**config.mk**
```make
export PLATFORM = sky130hd
export DESIGN_NAME = mux4_rr_arbiter
export DESIGN_NICKNAME = d
export VERILOG_FILES = /design/src/rtl/mux4_rr_arbiter_pkg.sv /design/src/rtl/rr_pick4.sv /design/src/rtl/mux4_rr_arbiter.sv
export SDC_FILE = /design/constraint.sdc
export NUM_CORES = 1
export LEC_CHECK = 0
export BUFFER_PORTS_ARGS = -buffer_cell sky130_fd_sc_hd__buf_2
export CORE_MARGIN = 10
export CORE_UTILIZATION = 25
export DETAILED_ROUTE_END_ITERATION = 6
export GPL_TIMING_DRIVEN = 0
export PLACE_DENSITY_LB_ADDON = 0.08
export SYNTH_ARGS = -nofsm -noshare
export SYNTH_HDL_FRONTEND = slang
export SYNTH_HIERARCHICAL = 1
export SYNTH_SLANG_ARGS = --single-unit
```
**constraint.sdc**
```tcl
create_clock -name clk -period 3.06 [get_ports clk]
set_input_delay 0.612 -clock clk [delete_from_list [all_inputs] [get_ports clk]]
set_output_delay 0.612 -clock clk [all_outputs]
set_load 0.05 [all_outputs]
```
**src/rtl/mux4_rr_arbiter_pkg.sv**
```systemverilog
// ============================================================================
// mux4_rr_arbiter_pkg : shared types and helpers for the 4-way RR arbiter
// Revision 1.0 - initial release
// ============================================================================
`default_nettype none

package mux4_rr_arbiter_pkg;

    localparam int NUM_REQ = 4;

    typedef logic [1:0] idx_t;

    typedef enum logic [0:0] {
        IDLE  = 1'b0,
        GRANT = 1'b1
    } state_t;

    function automatic logic [NUM_REQ-1:0] idx_onehot(input idx_t i);
        logic [NUM_REQ-1:0] v;
        v    = '0;
        v[i] = 1'b1;
        return v;
    endfunction

endpackage

`default_nettype wire

```
**src/rtl/rr_pick4.sv**
```systemverilog
// ============================================================================
// rr_pick4 : combinational round-robin search of req starting at ptr
// Revision 1.0 - initial release
// ============================================================================
`default_nettype none

module rr_pick4
    import mux4_rr_arbiter_pkg::*;
(
    input  logic [NUM_REQ-1:0] req,
    input  logic [1:0]         ptr,
    output logic               found,
    output logic [1:0]         idx
);

    idx_t cand;

    // Scan from the farthest offset down so the nearest set bit is the last write.
    always_comb begin
        found = 1'b0;
        idx   = ptr;
        cand  = ptr;
        for (int k = NUM_REQ - 1; k >= 0; k--) begin
            cand = ptr + idx_t'(k);
            if (req[cand]) begin
                found = 1'b1;
                idx   = cand;
            end
        end
    end

endmodule

`default_nettype wire

```
**src/rtl/mux4_rr_arbiter.sv**
```systemverilog
// ============================================================================
// mux4_rr_arbiter : 4-way round-robin arbiter with hold timeout, registered outputs
// Revision 1.0 - initial release
// ============================================================================
`default_nettype none

module mux4_rr_arbiter
    import mux4_rr_arbiter_pkg::*;
#(
    parameter int MAX_HOLD = 8
) (
    input  logic               clk,
    input  logic               rst_n,
    input  logic [NUM_REQ-1:0] req,
    output logic [NUM_REQ-1:0] gnt,
    output logic [1:0]         sel,
    output logic               busy
);

    localparam int                HOLD_W    = $clog2(MAX_HOLD);
    localparam logic [HOLD_W-1:0] HOLD_LAST = HOLD_W'(MAX_HOLD - 1);

    state_t              state;
    state_t              state_nx;
    logic [NUM_REQ-1:0]  gnt_nx;
    idx_t                sel_nx;
    logic                busy_nx;
    idx_t                ptr;
    idx_t                ptr_nx;
    logic [HOLD_W-1:0]   hold_cnt;
    logic [HOLD_W-1:0]   hold_nx;

    logic                found;
    idx_t                win;
    logic                owner_req;
    logic                others;
    logic                take;

    rr_pick4 u_pick (
        .req   (req),
        .ptr   (ptr),
        .found (found),
        .idx   (win)
    );

    // sel always names the current owner while in GRANT.
    assign owner_req = req[sel];
    assign others    = |(req & ~idx_onehot(sel));

    always_ff @(posedge clk or negedge rst_n) begin
        if (!rst_n) begin
            state    <= IDLE;
            gnt      <= '0;
            sel      <= '0;
            busy     <= 1'b0;
            ptr      <= '0;
            hold_cnt <= '0;
        end else begin
            state    <= state_nx;
            gnt      <= gnt_nx;
            sel      <= sel_nx;
            busy     <= busy_nx;
            ptr      <= ptr_nx;
            hold_cnt <= hold_nx;
        end
    end

    always_comb begin
        state_nx = state;
        gnt_nx   = gnt;
        sel_nx   = sel;
        busy_nx  = busy;
        ptr_nx   = ptr;
        hold_nx  = hold_cnt;
        take     = 1'b0;

        case (state)
            IDLE: begin
                take = found;
            end
            GRANT: begin
                if (!owner_req) begin
                    if (found) begin
                        take = 1'b1;
                    end else begin
                        state_nx = IDLE;
                        gnt_nx   = '0;
                        busy_nx  = 1'b0;
                    end
                end else if (hold_cnt == HOLD_LAST) begin
                    // ptr already points past the owner, so win is another requester.
                    if (others) begin
                        take = 1'b1;
                    end else begin
                        hold_nx = '0;
                    end
                end else begin
                    hold_nx = hold_cnt + HOLD_W'(1);
                end
            end
            default: begin
                state_nx = IDLE;
                gnt_nx   = '0;
                busy_nx  = 1'b0;
            end
        endcase

        if (take) begin
            state_nx = GRANT;
            gnt_nx   = idx_onehot(win);
            sel_nx   = win;
            busy_nx  = 1'b1;
            hold_nx  = '0;
            ptr_nx   = win + idx_t'(1);
        end
    end

endmodule

`default_nettype wire

```
==> results of run 1 <==
## through the flow
stage	hold WS [ps]	util [%]	total power (W)
2_1_floorplan	316	-	0.000762
3_3_place_gp	465	30.0	0.000883
3_5_place_dp	472	30.0	0.000890
4_1_cts	209	30.9	0.00100
5_1_grt	212	30.9	0.00107
6_report	209	30.9	0.000981
## state kept, by name, summed over array words and instances, names as in the netlist
name / count
state: 1
busy: 1
ptr: 2
hold_cnt: 3
gnt: 4
sel: 2
## critical path, cell delays in order, from the launching register on
cell and delay, ps:
dfrtp_1 470, mux4_2 560, and2_4 180, buf_6 120, a31o_1 180, buf_6 140, mux2_4 290
## Yosys cell counts, drive strengths merged (2+ instances only)
master / number
a21oi: 5
a22o: 4
a31o: 2
and2b: 3
buf: 2
dfrtp: 13
ha: 6
inv: 7
mux2: 3
mux2i: 2
nand2: 5
nor2: 3
nor4: 2
o21ai: 3
## where the power goes
part,switching (W),internal [W],leakage (nW),total (W)
Combinational,0.000319,0.000245,0.298,0.000564
Sequential,0.0000655,0.000245,0.157,0.000310
Clock,0.0000562,0.0000506,0.0150,0.000107
Total,0.000440,0.000541,0.470,0.000981
## cell type report
type / instances / area [um^2] / area share [%]
well taps: 44 / 55.1 / 5.84
clock buffers: 4 / 26.3 / 2.79
repair buffers: 12 / 60.1 / 6.37
multi-input cells: 52 / 428 / 45.4
inverters: 7 / 26.3 / 2.79
flip-flops and latches: 13 / 325 / 34.5
plain buffers: 2 / 22.5 / 2.39
## metal layers
layer	part of all wire, %	GRT usage [%]	vias up
li1	-	-	302
met1	45	7.42	306
met2	50	10.5	7
met3	3.9	3.07	2
met4	0.62	1.67	0
met5	0	0	-
## final timing paths
check,from,endpoint,slack [ps],cells after the start
max in group asynchronous,rst_n,hold_cnt[0],2620,1
setup reg to reg,sel[1],ptr[0],1010,6
hold reg to reg,busy,busy,480,1
hold / removal,rst_n,sel[1],210,1
min in group clk,busy,busy,480,1
setup / recovery,sel[1],ptr[0],1010,6
## cells by family (layout without fill, tap and decap cells)
kind of cell    count (synthesis)  count (layout)  share of synthesized area [%]
fa+ha+maj                       6               6                           9.36
simple gates                   21              21                           15.9
flops                          13              13                           40.6
mux                             6               6                           10.9
buf+inv                         9              25                           6.08
compound gates                 19              19                           17.2
==> qor.csv, run 1 <==
stage;metric;value;unit
synthesis;synth_top_cell_by_area;dfrtp_1;
global_route;grt_max_degree;14;
floorplan;ios;13;
synthesis;synth_seq_area_share;40.6;%
floorplan;dieArea;5870;um^2
placement;dp_hpwl;1350;um
power_and_ir_drop;irDropWorstVdd;0.429;mV
detailed_routing;num_vias;617;
global_route;grt_overflow;0;
detailed_routing;wl_per_cell;13.2;um
min_path;hold_class;in -> async;
floorplan;core;3050;um^2
timing;setup_viol;0;
worst_setup_path;worstSetupPathType;reg -> reg;
detailed_routing;drt_pass1_iterations;4;
timing;fmax;0.489;GHz
timing;hold_viol_final;0;
floorplan;initial_core_util;26.3;%
timing;fin_crit;2050;ps
cells_and_area;design_area;943;um^2
clocking;clkTransAtPathRegs;80;ps
clocking;postCtsSetupRepairBufs;0;
cells_and_area;final_common_cell;dfrtp_1;
synthesis;syn_area;802;um^2
clocking;cts_made_buffers;3;
placement;dp_cells;130;
global_route;track_usage;6.48;%
timing;fin_skew;5.21;ps
clocking;clock-sinks;13;
global_route;grt_pass1_vias;603;
timing;fin_tns_setup;0;ps
cells_and_area;fillers;338;
floorplan;dieWidth;76.6;um
clocking;root_buffer;clkbuf_4;
detailed_routing;viasPerCell;4.60;
power_and_ir_drop;p_leak;0.470;nW
clocking;cts_tree;done;
synthesis;syn_inst;74;
worst_setup_path;cp.required;3230;ps
clocking;hold_buffers;0;
timing;relSlewSlack;64.1;%
synthesis;async_reset_ff_share;100;%
worst_setup_path;startpoint_type;flip-flop;
detailed_routing;wl;1770;um
outcome;outcome;completed;
worst_setup_path;worst_ep_arrival_time;2210;ps
placement;finalWeightedCongestion;0.692;
placement;dp_slack;710;ps
global_route;grt_pass1_wl;3030;um
cells_and_area;finalNetCount;103;
cells_and_area;areaGrowthSynthToFinish;17.6;%
synthesis;syn-num-nets;86;
synthesis;synth-edff-count;0;
synthesis;synth_seq_cells;13;
clocking;ctsHtreeMaxLevel;1;
synthesis;ys_warn_count;6;
worst_setup_path;end_kind;flip-flop;
placement;io_buffer_count;12;
timing;rsz0062_at_grt;false;
detailed_routing;drc;0;
synthesis;synth_flop_cell;dfrtp_1;
clocking;worstSkewPairLatency;280;ps
timing;fin_ws;1010;ps
synthesis;syn_avg_cell_area;10.8;um^2
cells_and_area;final_cell_mix;dfrtp_1 (13), buf_2 (12), inv_1 (7);
power_and_ir_drop;powerDensity;1040;nW/um^2
timing;timing_max_transition_violations_final;0;
synthesis;synth.area.top_cells;dfrtp_1 (41%), ha_1 (9.4%), mux2_4 (5.6%), inv_1 (3.3%), a21oi_1 (3.1%);
timing;min_period_over_period;66.9;%
flow_run;drv_cap;0;
clocking;cts_resized;0;
cells_and_area;instances_no_fill;134;
cells_and_area;drive_gt1_share;33.3;%
floorplan;rows;20;
detailed_routing;drtIter0Drc;15;
cells_and_area;antenna_cells;0;
worst_setup_path;crit_fanout;9;
global_route;antenna_found_initial;0;
synthesis;post-synth-top-area-fraction;40.6;%
placement;placed_cell_area;917;um^2
floorplan;fp.dieH;76.6;um
clocking;clock_path_buffers;2;
timing;worst_slew_pin_slew;536;ps
detailed_routing;drtAntennaViolNets;0;
synthesis;synth.distinct_cells;31;
Power figures use the tool's default switching activity.
==> run 2, diff against run 1 <==
==> constraint.sdc (replaced) <==
create_clock -name clk -period 2.05 [get_ports clk]
set_input_delay 0.41 -clock clk [delete_from_list [all_inputs] [get_ports clk]]
set_output_delay 0.41 -clock clk [all_outputs]
set_load 0.05 [all_outputs]
==> qor.csv, run 2 (synthesis results as in run 1) <==
stage;metric;value;unit;change
outcome;outcome;completed;;
worst_setup_path;crit_fanout;9;;unchanged
clocking;clkTransAtPathRegs;80;ps;about the same
floorplan;core;3050;um^2;unchanged
clocking;clock_path_buffers;2;;unchanged
cells_and_area;instances_no_fill;135;;+0.75%
detailed_routing;drt_pass1_iterations;4;;unchanged
cells_and_area;design_area;955;um^2;+1.2%
detailed_routing;wl;1800;um;+1.7%
worst_setup_path;critPathLaunch;sel[1];;
worst_setup_path;worstSetupPathType;reg -> reg;;
timing;fmax;0.507;GHz;+3.6%
clocking;clock-sinks;13;;unchanged
worst_setup_path;r2r_end;ptr[0];;
floorplan;initial_core_util;26.3;%;unchanged
detailed_routing;drtIter0Drc;18;;+3
global_route;grt_pass1_vias;628;;+4.1%
global_route;grt_pass1_wl;3170;um;+4.6%
cells_and_area;antenna_cells;0;;unchanged
global_route;antenna_found_initial;0;;unchanged
cells_and_area;largest_register;gnt;;
power_and_ir_drop;fin_total_pwr;0.00149;W;+52%
cells_and_area;largestRegisters;gnt: 4 flops, hold_cnt: 3 flops;;
worst_setup_path;worst_ep_arrival_time;2140;ps;-70 ps
timing;hold_viol_final;0;;unchanged
power_and_ir_drop;p_leak;0.474;nW;+0.81%
clocking;cts_made_buffers;3;;unchanged
timing;fin_crit;1970;ps;-71.9 ps
clocking;cts_tree;done;;
floorplan;dieArea;5870;um^2;unchanged
timing;holdWs;8.47;ps;-200 ps
timing;min_period_over_period;96.3;%;+29 points
detailed_routing;drtAntennaViolNets;0;;unchanged
cells_and_area;largest_reg_flops;4;;unchanged
worst_setup_path;end_kind;flip-flop;;
global_route;track_usage;6.74;%;+0.26 points
power_and_ir_drop;powerDensity;1560;nW/um^2;+50%
global_route;grt_overflow;0;;unchanged
clocking;root_buffer;clkbuf_4;;
placement;finalWeightedCongestion;0.692;;about the same
detailed_routing;num_vias;623;;+0.97%
worst_setup_path;reg2reg_from;sel[1];;
timing;timing_max_transition_violations_final;0;;unchanged
flow_run;drv_cap;0;;unchanged
min_path;hold_class;in -> async;;
floorplan;dieWidth;76.6;um;unchanged
placement;dp_slack;-116;ps;-826 ps
clocking;ctsHtreeMaxLevel;1;;unchanged
cells_and_area;finalNetCount;104;;+0.97%
timing;setup_viol;0;;unchanged
timing;rsz0062_at_grt;false;;
clocking;worstSkewPairLatency;270;ps;about the same
worst_setup_path;startpoint_type;flip-flop;;
global_route;grt_max_degree;14;;unchanged
detailed_routing;viasPerCell;4.61;;+0.22%
placement;dp_cells;130;;unchanged
worst_setup_path;r2r_setup_slack;80;ps;-940 ps
worst_setup_path;cp.required;2220;ps;-1010 ps
cells_and_area;final_cell_mix;dfrtp_1 (12), buf_2 (12), inv_1 (7);;
worst_setup_path;worstRegToRegCells;6;;unchanged
placement;placed_cell_area;918;um^2;+0.14%
detailed_routing;drc;0;;unchanged
detailed_routing;wl_per_cell;13.3;um;+0.95%
cells_and_area;areaGrowthSynthToFinish;19.0;%;
floorplan;rows;20;;unchanged
placement;io_buffer_count;12;;unchanged
cells_and_area;drive_gt1_share;36.3;%;+2.9 points
placement;dp_hpwl;1360;um;+0.66%
power_and_ir_drop;irDropWorstVdd;0.695;mV;+62%
timing;fin_ws;76.0;ps;-938 ps
floorplan;fp.dieH;76.6;um;unchanged
timing;relSlewSlack;61.4;%;-2.7 points
floorplan;ios;13;;unchanged
timing;fin_skew;3.06;ps;-2.16 ps
timing;worst_slew_pin_slew;576;ps;+40.0 ps
worst_setup_path;cp-endpoint;ptr[0];;
## run 2: cell types whose count changed in the layout (fill, tap and decap cells not counted)
| cell | before | now |
|---|---|---|
| dfrtp_2 | 0 | 1 |
| dfrtp_1 | 13 | 12 |
| buf_4 | 0 | 1 |
| nand2_1 | 5 | 4 |
| nand2_2 | 0 | 1 |
## run 2: metal layers
layer / share of wire (%) / vias up / routed length [um] / global-route usage (%)
met3: 4.1 / 2 / 74 / 2.83
li1: - / 303 / - / -
met2: 52 / 9 / 936 / 11.6
met1: 43 / 309 / 775 / 7.49
met4: 0.56 / 0 / 10 / 1.67
met5: 0 / - / 0 / 0
## run 2: through the flow
step / setup TNS (ps) / utilization [%]
global route: 0 / 31.3
floorplan: -111 / -
finish: 0 / 31.3
detailed placement: -193 / 30.1
global placement: -161 / 30.1
CTS: 0 / 30.9
## run 2: area by class of cell
cell class,count,area (um^2)
buffer,2,22.5
clock buffer,4,26.3
fill,360,2100
inverter,7,26.3
multi-input combinational,52,430
sequential,13,327
tap,44,55.1
timing repair buffer,13,67.6
## run 2: power breakdown
part / switching [W] / internal [W] / total [W]
registers: 0.0000941 / 0.000368 / 0.000462
logic: 0.000484 / 0.000382 / 0.000866
clock network: 0.0000857 / 0.0000754 / 0.000161
total: 0.000663 / 0.000825 / 0.00149
## run 2: worst max-delay path, stage by stage (launching register included)
cell and delay (ps):
dfrtp_2 430, mux4_2 540, and2_4 160, buf_6 120
a31o_1 180, buf_6 140, mux2_4 290
## run 2: repair_timing
item                                    CTS  global route
endpoints found under the setup margin    0             1
resized for setup                         0             1
hold buffers                              0             0
setup buffers                             0             1
## run 2: how the worst min path moves through the flow
stage / from / slack (ps) / endpoint / depth (start not counted)
2_1_floorplan: rst_n / 110 / busy / 0
3_3_place_gp: rst_n / 320 / hold_cnt[2] / 1
3_5_place_dp: rst_n / 320 / hold_cnt[2] / 1
4_1_cts: rst_n / 10 / gnt[2] / 1
5_1_grt: rst_n / 20 / gnt[3] / 1
6_report: rst_n / 8 / gnt[3] / 1
==> run 3, diff against run 2 <==
--- a/config.mk
+++ b/config.mk
@@ -11,6 +11,7 @@
 export DETAILED_ROUTE_END_ITERATION = 6
 export GPL_TIMING_DRIVEN = 0
 export PLACE_DENSITY_LB_ADDON = 0.08
+export RECOVER_POWER = 25
 export SYNTH_ARGS = -nofsm -noshare
 export SYNTH_HDL_FRONTEND = slang
 export SYNTH_HIERARCHICAL = 1
==> qor.csv, run 3 (synthesis results as in run 1) <==
stage;metric;value;unit;change
timing;fin_skew;3.06;ps;unchanged
worst_setup_path;cp_common_cell;buf_6;;
min_path;hold_class;in -> async;;
worst_setup_path;r2r_setup_slack;80;ps;about the same
timing;hold_viol_final;0;;unchanged
timing;relSlewSlack;52.7;%;-8.7 points
global_route;track_usage;6.74;%;unchanged
worst_setup_path;reg2reg_from;sel[1];;
cells_and_area;finalNetCount;104;;unchanged
cells_and_area;multi_input_area;430;um^2;unchanged
clocking;worstSkewPairLatency;270;ps;about the same
cells_and_area;antenna_cells;0;;unchanged
worst_setup_path;critPathTopFamily;multiplexers;;
global_route;grt_pass1_vias;628;;unchanged
power_and_ir_drop;p_leak;0.471;nW;-0.58%
placement;finalWeightedCongestion;0.692;;unchanged
cells_and_area;final_common_cell;dfrtp_1;;
cells_and_area;areaGrowthSynthToFinish;18.9;%;
floorplan;ios;13;;unchanged
floorplan;core;3050;um^2;unchanged
worst_setup_path;worst_ep_arrival_time;2140;ps;about the same
timing;worst_slew_pin_slew;709;ps;+134 ps
worst_setup_path;crit_chain;mux4_2, and2_4, buf_6, a31o_1, buf_6, mux2_4;;
cells_and_area;largestRegisters;gnt: 4 flops, hold_cnt: 3 flops;;
flow_run;drv_cap;0;;unchanged
outcome;outcome;completed;;
global_route;antenna_found_initial;0;;unchanged
clocking;ctsHtreeMaxLevel;1;;unchanged
cells_and_area;fillers;361;;+0.28%
detailed_routing;wl;1800;um;about the same
floorplan;dieArea;5870;um^2;unchanged
global_route;grt_overflow;0;;unchanged
placement;io_buffer_count;12;;unchanged
cells_and_area;instances_no_fill;135;;unchanged
floorplan;rows;20;;unchanged
detailed_routing;drtIter0Drc;18;;unchanged
timing;fin_crit;1970;ps;unchanged
cells_and_area;seqCellArea;327;um^2;unchanged
clocking;clock_path_buffers;2;;unchanged
clocking;hold_buffers;0;;unchanged
worst_setup_path;startpoint_type;flip-flop;;
power_and_ir_drop;irDropWorstVdd;0.695;mV;about the same
cells_and_area;largest_reg_flops;4;;unchanged
cells_and_area;final_cell_mix;dfrtp_1 (12), buf_2 (11), inv_1 (7);;
global_route;grt_max_degree;14;;unchanged
detailed_routing;viasPerCell;4.61;;unchanged
worst_setup_path;slowest_stage;mux4_2;;
worst_setup_path;cp.required;2220;ps;about the same
detailed_routing;drc;0;;unchanged
worst_setup_path;path_depth;6;;unchanged
detailed_routing;num_vias;623;;unchanged
timing;holdWs;153;ps;+144 ps
clocking;clkTransAtPathRegs;80;ps;about the same
worst_setup_path;crit_buf_inv;2;;unchanged
worst_setup_path;crit_fanout;9;;unchanged
floorplan;initial_core_util;26.3;%;unchanged
floorplan;dieWidth;76.6;um;unchanged
timing;setup_viol;0;;unchanged
clocking;root_buffer;clkbuf_4;;
worst_setup_path;worstRegToRegCells;6;;unchanged
timing;timing_max_transition_violations_final;0;;unchanged
worst_setup_path;r2r_end;ptr[0];;
global_route;grt_pass1_wl;3170;um;unchanged
timing;min_period_over_period;96.3;%;unchanged
timing;rsz0062_at_grt;false;;
clocking;clock-sinks;13;;unchanged
worst_setup_path;worstSetupPathType;reg -> reg;;
worst_setup_path;slowest_delay;540;ps;about the same
placement;dp_hpwl;1360;um;unchanged
cells_and_area;fin_util;31.2;%;-0.041 points
timing;fmax;0.507;GHz;unchanged
cells_and_area;largest_register;gnt;;
clocking;cts_made_buffers;3;;unchanged
worst_setup_path;end_kind;flip-flop;;
clocking;cts_tree;done;;
detailed_routing;drtAntennaViolNets;0;;unchanged
cells_and_area;drive_gt1_share;35.2;%;-1.1 points
floorplan;fp.dieH;76.6;um;unchanged
detailed_routing;drt_pass1_iterations;4;;unchanged
timing;fin_tns_setup;0;ps;unchanged
placement;dp_cells;130;;unchanged
detailed_routing;wl_per_cell;13.3;um;about the same
power_and_ir_drop;powerDensity;1560;nW/um^2;+0.11%
==> run 3: cell types whose count changed in the layout (fill, tap and decap cells not counted), sizes merged <==
cell    change
clkbuf      +1
buf         -1
==> run 3: layer usage <==
metal / track usage, % / vias to the layer above / routed length (um) / share of wire (%)
li1: - / 303 / - / -
met1: 7.49 / 309 / 767 / 43
met2: 11.6 / 9 / 936 / 52
met3: 2.83 / 2 / 81 / 4.5
met4: 1.67 / 0 / 10 / 0.56
met5: 0 / - / 0 / 0
==> run 3: how the worst max path moves through the flow <==
stage / endpoint / slack (ps) / from
after global routing: ptr[1] / 10 / ptr[1]
final: ptr[0] / 80 / sel[1]
after detailed placement: ptr[1] / -120 / req[0]
after CTS: ptr[1] / 20 / ptr[0]
after floorplan: ptr[0] / -40 / sel[1]
after global placement: ptr[1] / -100 / req[0]
==> run 3: worst reg2reg max path, cell delays in order, from the launching register on <==
cell	delay (ps)
dfrtp_2	430
mux4_2	540
and2_4	160
buf_6	120
a31o_1	180
buf_6	140
mux2_4	290
==> run 3: power by group <==
| group | total, W | switching (W) | internal (W) |
|---|---|---|---|
| sequential | 0.000462 | 0.0000941 | 0.000368 |
| clock | 0.000161 | 0.0000857 | 0.0000754 |
| combinational | 0.000865 | 0.000484 | 0.000382 |
| total | 0.00149 | 0.000663 | 0.000825 |
==> run 3: metrics by stage <==
| stage | cell area [um^2] | setup WS, ps | power (W) |
|---|---|---|---|
| finish | 953 | 76.0 | 0.00149 |
| global route | 953 | 11.4 | 0.00162 |
| CTS | 945 | 19.1 | 0.00150 |
| detailed placement | 918 | -116 | 0.00134 |
| global placement | 918 | -98.5 | 0.00132 |
| floorplan | 803 | -37.1 | 0.00114 |
==> run 3: area by class of cell <==
cell class                      count  area share, %
Inverter                            7           2.76
Tap cell                           44           5.77
Multi-Input combinational cell     52           45.1
Clock buffer                        4           2.76
Sequential cell                    13           34.3
Buffer                              2           2.36
Timing Repair Buffer               13           6.96
==> run 3: timing repair <==
action | in CTS | in global routing
endpoints found under the setup margin | 0 | 1
hold endpoints to repair | 0 | 0
gates resized for setup | 0 | 1
buffers inserted | 0 | 1
